==> src/rtl/instr_fetch_unit.sv <==
// Instruction fetch unit: reads 16-bit words from a synchronous RAM, pulses Run once per
// instruction, prefetches the immediate of a move-immediate op, then waits for Done.
module instr_fetch_unit #(
    parameter int unsigned            ADDR_W     = 5,
    parameter logic [2:0]             MVI_OP     = 3'b001,
    parameter logic [ADDR_W-1:0]      START_ADDR = '0
) (
    input  logic              Clock,
    input  logic              Reset,
    input  logic              Enable,
    input  logic              pc_load,
    input  logic [ADDR_W-1:0] pc_value,
    output logic [ADDR_W-1:0] mem_addr,
    input  logic [15:0]       mem_rdata,
    output logic [15:0]       DIN,
    output logic              Run,
    input  logic              Done,
    output logic [ADDR_W-1:0] pc,
    output logic              busy,
    output logic [15:0]       instr_cnt
);

    typedef enum logic [2:0] {
        S_IDLE, S_FETCH, S_CAP, S_FETCH_I, S_CAP_I, S_ISSUE, S_DATA, S_WAIT
    } state_e;

    localparam logic [ADDR_W-1:0] PC_ONE = ADDR_W'(1);

    state_e              state_q, state_d;
    logic [ADDR_W-1:0]   pc_q, pc_d;
    logic [15:0]         instr_q, instr_d;
    logic [15:0]         imm_q, imm_d;
    logic                is_mvi_q, is_mvi_d;
    logic [15:0]         din_q, din_d;
    logic                run_q, run_d;
    logic [15:0]         cnt_q, cnt_d;
    logic                in_fetch;

    always_comb begin
        // NOTE: every signal gets its hold value first so no path through the case infers a latch.
        state_d  = state_q;
        pc_d     = pc_q;
        instr_d  = instr_q;
        imm_d    = imm_q;
        is_mvi_d = is_mvi_q;
        din_d    = din_q;
        cnt_d    = cnt_q;
        in_fetch = 1'b0;

        case (state_q)
            S_IDLE: begin
                if (Enable) state_d = S_FETCH;
            end
            S_FETCH: begin
                in_fetch = 1'b1;
                pc_d     = pc_q + PC_ONE;
                state_d  = S_CAP;
            end
            S_CAP: begin
                in_fetch = 1'b1;
                instr_d  = mem_rdata;
                is_mvi_d = (mem_rdata[8:6] == MVI_OP);
                if (mem_rdata[8:6] == MVI_OP) begin
                    state_d = S_FETCH_I;
                end else begin
                    din_d   = mem_rdata;
                    state_d = S_ISSUE;
                end
            end
            S_FETCH_I: begin
                in_fetch = 1'b1;
                pc_d     = pc_q + PC_ONE;
                state_d  = S_CAP_I;
            end
            S_CAP_I: begin
                in_fetch = 1'b1;
                imm_d    = mem_rdata;
                din_d    = instr_q;
                state_d  = S_ISSUE;
            end
            S_ISSUE: begin
                cnt_d = cnt_q + 16'd1;
                if (is_mvi_q) begin
                    din_d   = imm_q;
                    state_d = S_DATA;
                end else begin
                    state_d = S_WAIT;
                end
            end
            S_DATA: begin
                state_d = S_WAIT;
            end
            S_WAIT: begin
                if (Done) state_d = Enable ? S_FETCH : S_IDLE;
            end
            default: state_d = S_IDLE;
        endcase

        // A redirect discards any partially fetched word and restarts at the new PC.
        if (pc_load) begin
            pc_d = pc_value;
            if (in_fetch) begin
                state_d = S_FETCH;
                din_d   = din_q;
            end
        end

        run_d = (state_d == S_ISSUE);
    end

    always_ff @(posedge Clock or posedge Reset) begin
        if (Reset) begin
            state_q  <= S_IDLE;
            pc_q     <= START_ADDR;
            instr_q  <= '0;
            imm_q    <= '0;
            is_mvi_q <= 1'b0;
            din_q    <= '0;
            run_q    <= 1'b0;
            cnt_q    <= '0;
        end else begin
            // NOTE: non-blocking updates so every register samples the pre-edge values.
            state_q  <= state_d;
            pc_q     <= pc_d;
            instr_q  <= instr_d;
            imm_q    <= imm_d;
            is_mvi_q <= is_mvi_d;
            din_q    <= din_d;
            run_q    <= run_d;
            cnt_q    <= cnt_d;
        end
    end

    assign mem_addr  = pc_q;
    assign pc        = pc_q;
    assign DIN       = din_q;
    assign Run       = run_q;
    assign busy      = (state_q != S_IDLE);
    assign instr_cnt = cnt_q;

endmodule

==> config.mk <==
export PLATFORM = sky130hd
export DESIGN_NAME = instr_fetch_unit
export DESIGN_NICKNAME = d
export VERILOG_FILES = /design/src/rtl/instr_fetch_unit.sv
export SDC_FILE = /design/constraint.sdc
export NUM_CORES = 1
export LEC_CHECK = 0
export ABC_AREA = 1
export CAP_MARGIN = 10
export CORE_ASPECT_RATIO = 0.5
export CORE_MARGIN = 2
export CORE_UTILIZATION = 52
export CTS_CLUSTER_SIZE = 40
export DETAILED_ROUTE_END_ITERATION = 16
export GPL_TIMING_DRIVEN = 1
export HOLD_SLACK_MARGIN = 0.03
export PLACE_DENSITY = 0.77
export SYNTH_ARGS = -nofsm -noshare
export SYNTH_HDL_FRONTEND = slang
export SYNTH_SLANG_ARGS = --single-unit
==> constraint.sdc <==
create_clock -name Clock -period 3.65 [get_ports Clock]
set_input_delay 0.9125 -clock Clock [delete_from_list [all_inputs] [get_ports Clock]]
set_output_delay 0.9125 -clock Clock [all_outputs]
set_load 0.01 [all_outputs]
Yosys cells after proc, flatten, opt, wreduce, memory -nomap -nowiden:

Cells that the tools add are included.

* input port bits: 26
* word-level logic and storage cells: 41
* register bits after elaboration: 74
* output and inout port bits: 44

* add/subtract/negate cells: 2
* equality and inequality tests: 10
* reductions and logical operators: 5
* multiplexer cells: 16

Operators by type and width (number)
* 16-bit two-way mux: 4
* 16-bit case mux with 3 select lines: 1
* 3-bit case mux with 8 select lines: 1
* 16-bit by 1-bit adder with 16-bit output (second input constant): 1
* 3-bit equality test (second input constant): 5
* 3-bit two-way mux: 5
* 5-bit two-way mux: 2
* 3-bit by 1-bit equality test with 1-bit output (second input constant): 2
* 3-bit by 2-bit equality test with 1-bit output (second input constant): 2
* 5-bit by 1-bit adder with 5-bit output (second input constant): 1
* 4-bit OR reduction: 1
* 3-bit logical NOT: 1
* 1-bit two-way mux: 3
* 3-bit nonzero test: 1
* 2-bit != test (second input constant): 1
* 2-bit nonzero test: 1
* 2-bit OR reduction: 1

Depth between registers and ports, before layout:

* depth in word-level cells: 6
* gate-level depth with buffers: 10
* mapped depth without buffers: 8

Least setup slack after synthesis:

Ideal clock, no wire load.

* kind: input-to-reg
* start: input pc_load
* end: register din_q[1] (netlist: DIN[1])
* data arrival time: 1.662 ns
* path slack: 1.865 ns
* setup time: 0.123 ns
* data required time: 3.527 ns
* cell stages on the path: 7
* buffers on the path: 2
* cells stage by stage: clkbuf_1 -> nand3_2 -> nand2_4 -> nor2_4 -> buf_6 -> nand2_1 -> nand2_1

* cells in the longest elaborated chain, start to end: 1
* elaborated cells between the ends (all ways): 2
* classes of those cells: 1 x eq/ne; 1 x mux

RTL lines
* start: declaration: line 11 `input logic pc_load,`
* 2-bit != test (no source line) / 16-bit two-way mux (equally long branches)
* end signal: assignment: line 128 `din_q <= din_d;`
* end: declaration: line 34 `logic [15:0] din_q, din_d;`

Several ways; a longest one is shown, not always the timed one.
A chain may end at the register's enable or synchronous reset.

Final worst setup path:

* start: register state_q[0]
* end: output busy

* cells in the longest elaborated chain, start to end: 1

RTL lines
* start: declaration: line 29 `state_e state_q, state_d;`
* start signal: assignment: line 123 `state_q <= state_d;`
* 3-bit nonzero test: line 138 `assign busy = (state_q != S_IDLE);`
* end: declaration: line 19 `output logic busy,`

No other way between the ends.

==> flow_summary.toml <==
[synth]
yosysWarningCount = 0
synthMostInstantiatedCell = "nand2_1"
ys_async_sr_fraction = 1.000
syn_area_um2 = 3633
yosysSeqAreaShare = 0.5096
synthFlopType = "dfrtp_1"
yosysUniqueCellTypes = 31
synth.largest_area_cell = "dfrtp_1"
synth_common_cells = "162 x nand2_1, 74 x dfrtp_1, 46 x o21ai_0"
postSynthCellCount = 454
postSynthAreaPerCell_um2 = 8.003
syn_nets = 482
synth_edf_count = 0
synthTopCellsByArea = "dfrtp_1 51%, nand2_1 17%, o21ai_0 6.3%"
synth_top_area_frac = 0.5096
ys_ff_latch = 74

[clock_tree]
htreeDepth = 3
clock-root-buffer = "clkbuf_16"
clock_path_buffers = 2
cts_sinks = 74
ctsResizeCount = 0
cts_hold_buf = 0
worstSkewPairLatency_ps = 330
clkTransAtPathRegs_ps = 60
post-cts-setup-buffers = 0
cts_tree = "done"
cts_buffers = 9

[timing]
fin_ws_ps = 1072
period_minus_slack_ps = 2578
setup_tns_ps = 0
rsz0062_at_grt = "false"
min_period_over_period = 0.7064
worst_slew_margin_rel = 0.4844
fin_skew_ps = 6.299
hold_violations = 0
fmax_ghz = 0.3878
worst_pin_slew_ps = 772.5
finalSetupViolCount = 0
drv_slew = 0

[critical_path]
worstSetupPathType = "reg2out"
r2r_setup_slack_ps = 1640
r2r-end = "DIN[8]"
arrival_ps = 1670
worstSetupStartpointType = "flop"
r2r_start = "state_q[0]"
end_kind = "output pin"
cp_max_fo = 10
ff2ff_path_depth = 7
cp_data_required_time_ps = 2740

[grt]
grt_antenna_before_repair = 0
grt_pass1_wl_mm = 13.67
grt_pass1_vias = 2954
grt_usage = 0.2275
overflow = 0
grt_max_degree = 75

[detailed_routing]
drtAntennaViolNets = 0
drcViolationCount = 0
drtIter0Drc = 199
avgRoutedWirePerCell_um = 12.96
vias = 3102
first_pass_iters = 4
drt-total-wl_mm = 7.905
via_per_inst = 5.085

[hold_path]
min_path_cells = 2
worst_hold_path_type = "reg2reg"
holdPathEnd = "instr_q[6]"
hp-start = "instr_q[6]"

[floorplanning]
start_util = 0.5402
core.rowCount = 21
ios = 70
die_w_um = 122.2
die-area_um2 = 7713
fp.coreArea_um2 = 6726
die_y_um = 63.11

[power]
p_per_area_nw_per_um2 = 768.3
p_leak_nw = 2.239
ir_drop_v = 0.0003994

[place]
gp_congestion = 0.8241
place.port_buffers = 69
pre_cts_ws_ps = 1111
dp.cells = 594
place_hpwl_mm = 5.284

[outcome]
status = "finished, final reports clean"

[cells_and_area]
area_growth_pct = 27.89
fill_cells = 568
nNetsFinal = 541
drive_gt1_frac = 0.06564
layout.cells.non_filler = 610
diodes = 0

[run]
maxCapViolations = 0
-- worst max path at each step --
| stage | start | cells after the start | endpoint | slack, ps |
|---|---|---|---|---|
| final | state_q[0] | 3 | busy | 1070 |
| after floorplan | Reset | 1 | DIN[0] | 860 |
| after global routing | state_q[0] | 3 | busy | 980 |
| after detailed placement | mem_rdata[8] | 9 | DIN[9] | 1110 |
| after global placement | mem_rdata[8] | 9 | DIN[8] | 1160 |
| after CTS | state_q[0] | 3 | busy | 1060 |
-- cell type report --
cell class	count	area, um^2	area share
Multi-Input combinational cell	314	1484	0.3193
Sequential cell	74	1852	0.3985
Clock inverter	5	77.57	0.01669
Inverter	44	165.2	0.03554
Tap cell	92	115.1	0.02477
Timing Repair Buffer	70	710.7	0.1529
Clock buffer	11	242.7	0.05223
-- through the flow --
step                instance area (um^2)  utilization  hold slack [ps]  power [mW]
floorplan                           3633            -            453.4       2.171
global placement                    4327       0.6432            465.6       2.600
detailed placement                  4327       0.6432            473.1       2.642
CTS                                 4647       0.6908            487.3       3.597
global route                        4647       0.6908            503.8       3.834
finish                              4647       0.6908            482.6       3.570
-- state kept, by name (all words and copies together) (netlist names) --
name	cells
state_q	3
Run	1
DIN	16
instr_q	16
mem_addr	5
instr_cnt	16
imm_q	16
is_mvi_q	1
-- kinds of logic (layout without fill, tap and decap cells) --
group	count (synthesis)	after routing	share of synthesized area
AND/OR/NAND/NOR	233	233	0.2803
flip-flops	74	74	0.5096
AO/OA/AOI/OAI	69	69	0.09711
buffers and inverters	66	130	0.08195
XOR/XNOR	10	10	0.02410
adder cells (fa/ha/maj)	2	2	0.006886
-- metal layers --
metal,track usage,wire [um]
met1,0.3025,3694
met5,0,0
met2,0.3681,3708
met3,0.06159,446
met4,0.06466,55
-- power breakdown --
group          total [mW]  internal (mW)  switching [mW]  leakage (nW)
Combinational        1.23          0.554           0.681          1.15
Clock               0.935          0.614           0.321         0.156
Sequential           1.40           1.15           0.252         0.929
-- worst max-delay path, stage by stage, from the launching register on --
cell and delay, ps:
dfrtp_1 590, nor2_1 110, nand2_2 100, clkdlybuf4s50_1 530
-- placed cells by master (no fill, tap or decap), drive strengths merged --
cell type / netlist / routed
nand2: 166 / 166
clkinvlp: 0 / 1
clkdlybuf4s50: 0 / 69
xor2: 6 / 6
o211ai: 1 / 1
nor2: 24 / 24
bufinv: 0 / 2
o21ai: 58 / 58
o22ai: 1 / 1
a21oi: 7 / 7
inv: 44 / 44
xnor2: 4 / 4
nand4: 5 / 5
dfrtp: 74 / 74
nor3: 2 / 2
buf: 17 / 1
clkinv: 0 / 2
and2: 1 / 1
clkbuf: 5 / 11
ha: 2 / 2
a31oi: 1 / 1
nor3b: 1 / 1
nand3: 34 / 34
a21o: 1 / 1
Note: power is estimated with default switching activity, not from simulation.
